<file path="src/rtl/pc_fetch_sequencer.sv">
// Program counter owner and single-outstanding instruction fetch sequencer.
// Fetches at pc, hands the word to decode, then steps or branches pc.
module pc_fetch_sequencer #(
  parameter int unsigned       ADDR_W      = 32,
  parameter int unsigned       DATA_W      = 32,
  parameter logic [ADDR_W-1:0] RESET_PC    = '0,
  parameter int unsigned       INSTR_BYTES = 4
) (
  input  logic              clk,
  input  logic              reset_n,
  input  logic              halt,
  output logic              imem_req,
  output logic [ADDR_W-1:0] imem_addr,
  input  logic              imem_ack,
  input  logic [DATA_W-1:0] imem_rdata,
  output logic              instr_valid,
  output logic [DATA_W-1:0] instr,
  output logic [ADDR_W-1:0] instr_pc,
  input  logic              instr_ready,
  input  logic              branch_taken,
  input  logic [ADDR_W-1:0] branch_offset,
  output logic [31:0]       fetch_count
);

  typedef enum logic [1:0] {
    IDLE  = 2'd0,
    REQ   = 2'd1,
    VALID = 2'd2
  } state_t;

  state_t            state;
  state_t            state_nxt;
  logic [ADDR_W-1:0] pc;
  logic [ADDR_W-1:0] pc_step;
  logic [ADDR_W-1:0] pc_nxt;
  logic              ack_fire;
  logic              hs_fire;

  assign imem_addr = pc;
  assign ack_fire  = imem_req & imem_ack;
  assign hs_fire   = instr_valid & instr_ready;
  assign pc_step   = branch_taken ? branch_offset
                                  : ADDR_W'(INSTR_BYTES);
  assign pc_nxt    = instr_pc + pc_step;

  always_ff @(posedge clk or negedge reset_n) begin
    if (!reset_n) begin
      state <= IDLE;
    end else begin
      state <= state_nxt;
    end
  end

  always_comb begin
    state_nxt   = state;
    imem_req    = 1'b0;
    instr_valid = 1'b0;
    unique case (state)
      IDLE: begin
        if (!halt) state_nxt = REQ;
      end
      REQ: begin
        imem_req = 1'b1;
        if (imem_ack) state_nxt = VALID;
      end
      VALID: begin
        instr_valid = 1'b1;
        if (instr_ready) state_nxt = halt ? IDLE : REQ;
      end
      default: state_nxt = IDLE;
    endcase
  end

  // Acks are only honoured in REQ, so stray acks never touch the datapath.
  always_ff @(posedge clk or negedge reset_n) begin
    if (!reset_n) begin
      pc          <= RESET_PC;
      instr       <= '0;
      instr_pc    <= '0;
      fetch_count <= '0;
    end else begin
      if (ack_fire) begin
        instr    <= imem_rdata;
        instr_pc <= pc;
      end
      if (hs_fire) begin
        pc          <= pc_nxt;
        fetch_count <= fetch_count + 32'd1;
      end
    end
  end

endmodule

</file>
<file path="config.mk">
export PLATFORM = sky130hd
export DESIGN_NAME = pc_fetch_sequencer
export DESIGN_NICKNAME = d
export VERILOG_FILES = /design/src/rtl/pc_fetch_sequencer.sv
export SDC_FILE = /design/constraint.sdc
export NUM_CORES = 1
export LEC_CHECK = 0
export ABC_AREA = 1
export CAP_MARGIN = 20
export CELL_PAD_IN_SITES_DETAIL_PLACEMENT = 0
export CELL_PAD_IN_SITES_GLOBAL_PLACEMENT = 1
export CORE_ASPECT_RATIO = 0.6
export CORE_MARGIN = 3
export CORE_UTILIZATION = 33
export DETAILED_ROUTE_END_ITERATION = 8
export GPL_TIMING_DRIVEN = 0
export PLACE_DENSITY_LB_ADDON = 0.1
export SLEW_MARGIN = 20
export SYNTH_ARGS = -nofsm -noshare
export SYNTH_HDL_FRONTEND = slang
export SYNTH_SLANG_ARGS = --single-unit
export TNS_END_PERCENT = 100
</file>
<file path="constraint.sdc">
create_clock -name clk -period 1.8 [get_ports clk]
set_input_delay 0.18 -clock clk [delete_from_list [all_inputs] [get_ports clk]]
set_output_delay 0.18 -clock clk [all_outputs]
set_load 0.005 [all_outputs]
</file>
======== Word level (Yosys, flattened, before mapping) ========
Index checks and enable logic that the tools add are counted.
cells by class
  $add $sub $neg .......................... 2
  equal/unequal tests ..................... 5
  muxes and demuxes ....................... 8
  bitwise logic cells ..................... 2
  reductions and logical operators ........ 2
operators by type and width
  kind                                                  number
  adder 32 x 1 -> 32 bit (second input constant)        1
  adder 32 bit                                          1
  2-to-1 mux 32 bit                                     1
  2-to-1 mux 2 bit                                      3
  != test 2 bit (second input constant)                 3
  case mux 2 bit (3 select lines)                       1
  2-to-1 mux 1 bit                                      3
  AND reduction 3 bit                                   1
  bitwise AND 1 bit                                     2
  equality test 2 x 1 -> 1 bit (second input constant)  1
  equality test 2 bit (second input constant)           1
  logical NOT 2 bit                                     1
word-level totals
  bits in registers ....................... 130

======== Logic depth before layout (Yosys ltp) ========
Gate-level depths: netlist of run 1.
  depth in word-level cells ............... 3
  depth in mapped cells ................... 15
  depth with buffers taken out ............ 15

======== Least setup slack after synthesis of run 1 ========
Ideal clock, no wire load.
  path kind ............................... register -> register
  from .................................... register instr_pc[0]
  to ...................................... register pc[30], in the netlist imem_addr[30]
  setup time .............................. 0.118 ns
  data arrival time ....................... 1.785 ns
  path slack .............................. -0.103 ns
  cell stages (with the launch flop) ...... 13
  buffers on the path ..................... 0
  clock period less this slack ............ 1.903 ns
  path through ............................ dfrtp_1 > ha_1 > fa_1 > nand3_1 > nand3_1 > nand2_1 > nand2_1 > nand2_1 > nand2_1 > nand2_1 > nand3_1 > nand3_1 > nand2_1
between the ends
  cells in the longest elaborated chain, start to end .. 1
ends and longest elaborated chain
  item                      RTL line  source
  start: declaration        18        output logic [ADDR_W-1:0] instr_pc,
  start signal: assignment  84        instr_pc <= pc;
  adder 32 bit              44        assign pc_nxt = instr_pc + pc_step;
  end signal: assignment    87        pc <= pc_nxt;
  end: declaration          33        logic [ADDR_W-1:0] pc;
Every way passes these cells.
A chain may end at the register's enable or synchronous reset.

======== Worst setup path after layout of run 1 ========
Same ends and word-level chain as after synthesis.

==> metrics.txt, run 1 <==
crit start category=register; routed via count=7348; Setup CP Type=register to register; H-tree depth=4; slew of the pin with the lowest slew margin=0.696 ns; final number of max-transition violations=0; Post-synth EDFFs=0; die area=26000 um2; DRT met1 WL=13.6 mm; # nets final=1388; leakage=0.00585 uW; HP Class=input pin to asynchronous set/reset pin; post-synthesis cell count=1034; Crit. End Element=register; Clk pin slew, worst setup/hold paths=0.06 ns; root buf cell=clkbuf_16; CORE AREA=23300 um2; crit path DAT=2.30 ns; layout cells sized above 1=21.4%; initial antenna violation count=1; DR DRC count=0; first-pass GRT wire length=40.8 mm; gr usage total=20.4%; RSZ-0062 raised after global routing=yes; clock skew=0.0145 ns; DIE WIDTH=206 um; ANT cells=0; fin crit share=107%; largest net degree at the start of global routing=91; number of global-route vias before repair=7340; detailed route wirelength on metal3=2.14 mm; P&R area growth vs syn=51.1%; Initial DRC Count=411; Detail Route met2 WL=10.1 mm; vias per std cell=4.56; Setup Viol. Count Final=8; clock latency on the worst-skew pair=0.44 ns; routed wire length per instance=16.2 um; Fin. Hold Viols=0; CTS Sinks=130; DP Worst Slack=-1.37 ns; Synth cell types=33; clk buf depth=2; maxcap violations=0; worst vdd ir=754 uV; CTS tree=built; Synth Warn #=0; Post-synth top cells=nand2_1 (362), inv_1 (167), dfrtp_1 (130); relative slew slack=53.6%; Synth Flop Type=dfrtp_1; Peak Freq=518 MHz; Netlist Area Pre-Place=7940 um2; Pwr Total=16900 uW; Synth Net Count=1138; # rows=43; # fillers=2309; violated checks=setup timing; status=complete, but fails checks; flops & latches, synth=130; Starting Density=34.0%; cell area power density=1410 nW/um2; ys async rst share=100%; most frequent cell after synthesis=nand2_1; post-synthesis sequential area ratio=41.0%; Num CTS Buffers=17; grt total ovfl=0; Die Y-Extent=126 um; ranking of synthesized cells by area=dfrtp_1 (41%), nand2_1 (17%), mux2_2 (8.8%); GP Congestion=0.846; max layer used=met4; hold slack=0.218 ns; port bufs=199; Synth area leader=dfrtp_1; post-DP HPWL=20.1 mm; Post-Route WL=26.1 mm; CP Max Fanout=4; top-area cell type share of the netlist area=41.0%; final worst slack=-0.131 ns; Final min period=1.93 ns; Avg Inst Size Synth=7.68 um2; # IOs=200; Routed Antenna Nets=0; Initial DRT Pass Iterations=5; WP data required=2.17 ns
[flip-flops by register name, indices dropped and copies added (netlist names)]
name         count
imem_addr       32
state            2
instr           32
instr_pc        32
fetch_count     32
[cell families (layout without fill, tap and decap cells)]
group | Yosys count | count (layout) | synth area share [%]
mux | 62 | 62 | 8.79
flops | 130 | 130 | 41.0
buf+inv | 186 | 448 | 9.12
simple gates | 530 | 531 | 27.7
xor+xnor | 44 | 44 | 4.85
compound gates | 48 | 48 | 3.15
fa+ha+maj | 34 | 34 | 5.45
[routing by layer]
metal / GRT usage (%) / vias up
li1: - / 3711
met1: 30.9 / 3426
met2: 27.5 / 196
met3: 7.47 / 15
met4: 4.23 / 0
met5: 0 / -
[placed cells by master (no fill, tap or decap), types with 3 or more instances in the layout]
cell type / n
nand2_1: 321
clkdlybuf4s50_1: 194
inv_1: 166
dfrtp_1: 120
mux2_2: 62
nor2_1: 50
nand3_1: 44
nand2_2: 37
buf_4: 29
ha_4: 29
xnor2_1: 26
o21ai_0: 18
clkbuf_16: 17
nor2_2: 16
xor2_1: 16
a21oi_1: 14
nor3_1: 12
dfrtp_2: 10
nand4_1: 9
clkbuf_1: 8
nand3_2: 8
nand3_4: 7
nor2_4: 7
nand2_4: 7
buf_2: 6
a21oi_2: 5
clkbuf_8: 4
nor3_2: 4
o21ai_1: 4
ha_1: 4
clkinvlp_4: 4
clkinv_2: 3
dlymetal6s2s_1: 3
[power by group]
part / switching [uW] / total (uW) / internal, uW
sequential: 1040 / 5120 / 4070
combinational: 3640 / 8280 / 4650
clock: 1400 / 3470 / 2070
total: 6080 / 16900 / 10800
[what timing repair did]
| action | 4_1_cts | 5_1_grt |
|---|---|---|
| buffers inserted | 11 | 18 |
| hold endpoints to repair | 40 | 0 |
| hold buffers | 1 | 0 |
| gates cloned | 0 | 1 |
| setup endpoints to repair | 32 | 42 |
| pin swaps | 11 | 21 |
| gates resized for setup | 90 | 83 |
[final timing paths]
| kind | from | cells past startpoint | end | slack, ns |
|---|---|---|---|---|
| max | instr_pc[0]$_DFFE_PN0P_ | 13 | imem_addr[30]$_DFFE_PN0P_ | -0.13 |
| min | reset_n | 2 | instr_pc[12]$_DFFE_PN0P_ | 0.22 |
| max reg2reg | instr_pc[0]$_DFFE_PN0P_ | 13 | imem_addr[30]$_DFFE_PN0P_ | -0.13 |
| min reg2reg | imem_addr[18]$_DFFE_PN0P_ | 2 | imem_addr[18]$_DFFE_PN0P_ | 0.50 |
| max in group asynchronous | reset_n | 3 | fetch_count[0]$_DFFE_PN0P_ | 0.76 |
| min in group clk | imem_rdata[17] | 2 | instr[17]$_DFFE_PN0P_ | 0.35 |
[area by class of cell]
class	instances	area [um2]	area share, %
multi-input cells	719	4740	39.5
flip-flops and latches	130	3270	27.2
repair buffers	230	2270	18.9
inverters	168	631	5.25
clock buffers	20	447	3.72
well taps	315	394	3.28
clock inverters	12	131	1.09
plain buffers	18	124	1.03
[metrics by stage]
step / setup TNS (ns) / utilization [%] / std cells / area [um2]
floorplan: 0 / - / 1034 / 7950
global placement: -700.54 / 44.3 / 1548 / 10300
detailed placement: -36.22 / 44.4 / 1549 / 10400
CTS: -0.591 / 49.4 / 1593 / 11500
global route: -2.38 / 51.4 / 1612 / 12000
finish: -0.579 / 51.4 / 1612 / 12000
[worst max-delay path, stage by stage (launching register included)]
cell,delay [ns]
dfrtp_1,0.41
ha_4,0.19
fa_2,0.36
nand3_2,0.09
nand3_4,0.11
nand2_2,0.08
nand2_2,0.07
nand2_2,0.10
nand2_4,0.08
nand2_2,0.08
nand2_1,0.05
nand2_1,0.08
nand3_2,0.07
nand2_1,0.08
No activity file was read; power rests on OpenSTA's default activity.
==> inputs of run 2 (changes only) <==
--- a/config.mk
+++ b/config.mk
@@ -10,7 +10,6 @@
 export CELL_PAD_IN_SITES_DETAIL_PLACEMENT = 0
 export CELL_PAD_IN_SITES_GLOBAL_PLACEMENT = 1
 export CORE_ASPECT_RATIO = 0.6
-export CORE_MARGIN = 3
 export CORE_UTILIZATION = 33
 export DETAILED_ROUTE_END_ITERATION = 8
 export GPL_TIMING_DRIVEN = 0
==> metrics.txt, run 2 (same netlist as run 1, synthesis figures left out) <==
status=complete, but fails checks; violated checks=setup timing; commonest non-fill, non-tap cell in the layout=nand2_1; HP Class=input pin to asynchronous set/reset pin; CP Max Fanout=4; worst vdd ir=786 uV; grt total ovfl=0; clk buf depth=2; H-tree depth=4; Num CTS Buffers=17; Crit Reg-Reg Endpoint=imem_addr[30]$_DFFE_PN0P_; Routed Antenna Nets=0; cell area power density=1420 nW/um2; Post-Route WL=26.4 mm; hold slack=0.221 ns; # nets final=1403; Final Cell Area=12400 um2; RSZ-0062 raised after global routing=yes; DP Worst Slack=-1.48 ns; number of global-route vias before repair=7193; post-DP HPWL=19.9 mm; maxcap violations=0; # rows=43; Setup CP Type=register to register; commonest non-fill, non-tap cells in the layout=nand2_1 (300), clkdlybuf4s50_1 (195), inv_1 (159); R2R cell count=13; Initial DRT Pass Iterations=7; Post-DP Area=10400 um2; relative slew slack=50.2%; routed via count=7496; die area=24700 um2; Final min period=1.94 ns; final number of max-transition violations=0; ANT cells=0; r2r startpoint=instr_pc[0]$_DFFE_PN0P_; leakage=0.00613 uW; Setup Viol. Count Final=12; routed wire length per instance=16.2 um; clock skew=0.0152 ns; port bufs=199; final worst slack=-0.136 ns; Crit. End Element=register; fin cells=1627; clock latency on the worst-skew pair=0.44 ns; end point of the critical path=imem_addr[30]$_DFFE_PN0P_; GP Congestion=0.835; setup TNS=-0.834 ns; DIE WIDTH=202 um; vias per std cell=4.61; Initial DRC Count=399; P&R area growth vs syn=56.7%; Starting Density=34.0%; largest net degree at the start of global routing=89; gr usage total=21.7%; CTS tree=built; WP data required=2.16 ns; initial antenna violation count=0; crit path DAT=2.30 ns; fin crit share=108%; R2R setup slack=-0.14 ns; Peak Freq=517 MHz; CORE AREA=23300 um2; crit start category=register; slew of the pin with the lowest slew margin=0.746 ns; root buf cell=clkbuf_16; CTS Sinks=130; layout cells sized above 1=25.8%; # IOs=200; DR DRC count=0; first-pass GRT wire length=40.3 mm; Critical Path Source=instr_pc[0]$_DFFE_PN0P_; Placed Cells=1549; Clk pin slew, worst setup/hold paths=0.07 ns; Fin. Hold Viols=0; Die Y-Extent=122 um
## run 2: final cells by class
cell class	instances	area, um2
flip-flops and latches	130	3260
repair buffers	246	2390
plain buffers	18	115
clock inverters	13	173
clock buffers	19	453
fillers	2244	10900
inverters	168	636
well taps	315	394
multi-input cells	718	5020
## run 2: critical path, cell delays in order (launching register included)
cell	delay [ns]
dfrtp_1	0.41
ha_4	0.19
fa_2	0.36
nand3_2	0.10
nand3_4	0.13
nand2_4	0.10
nand2_4	0.06
nand2_4	0.09
nand2_8	0.08
nand2_4	0.07
nand2_2	0.04
nand2_1	0.06
nand3_1	0.07
nand2_1	0.10
## run 2: layer usage
metal	GRT usage (%)	share of wire, %	vias up
li1	-	-	3748
met1	32.7	52	3551
met2	29.2	40	182
met3	7.44	7.7	15
met4	4.37	0.62	0
met5	0	0	-
## run 2: how the worst min path moves through the flow
stage | slack (ns) | end | cells past startpoint
after CTS | 0.21 | imem_addr[14]$_DFFE_PN0P_ | 2
after detailed placement | 0.1 | instr_pc[11]$_DFFE_PN0P_ | 1
after global routing | 0.23 | imem_addr[14]$_DFFE_PN0P_ | 2
after floorplan | -0.12 | fetch_count[0]$_DFFE_PN0P_ | 0
final | 0.22 | imem_addr[14]$_DFFE_PN0P_ | 2
after global placement | 0.49 | instr[0]$_DFFE_PN0P_ | 1
## run 2: per-stage QoR
stage	util, %	total power [uW]
floorplan	-	8330
global placement	44.3	12000
detailed placement	44.4	12100
CTS	49.9	16800
global route	53.3	18900
finish	53.3	17700
## run 2: where the power goes
| group | internal, uW | total, uW | switching [uW] |
|---|---|---|---|
| Combinational | 4920 | 8860 | 3940 |
| Sequential | 4070 | 5100 | 1030 |
| Clock | 2280 | 3750 | 1470 |
## run 2: what timing repair did
action	4_1_cts	5_1_grt
pin swaps	17	57
buffers inserted	14	31
resized for setup	98	148
endpoints found under the setup margin	34	34
hold buffers	1	0
hold endpoints to repair	42	0
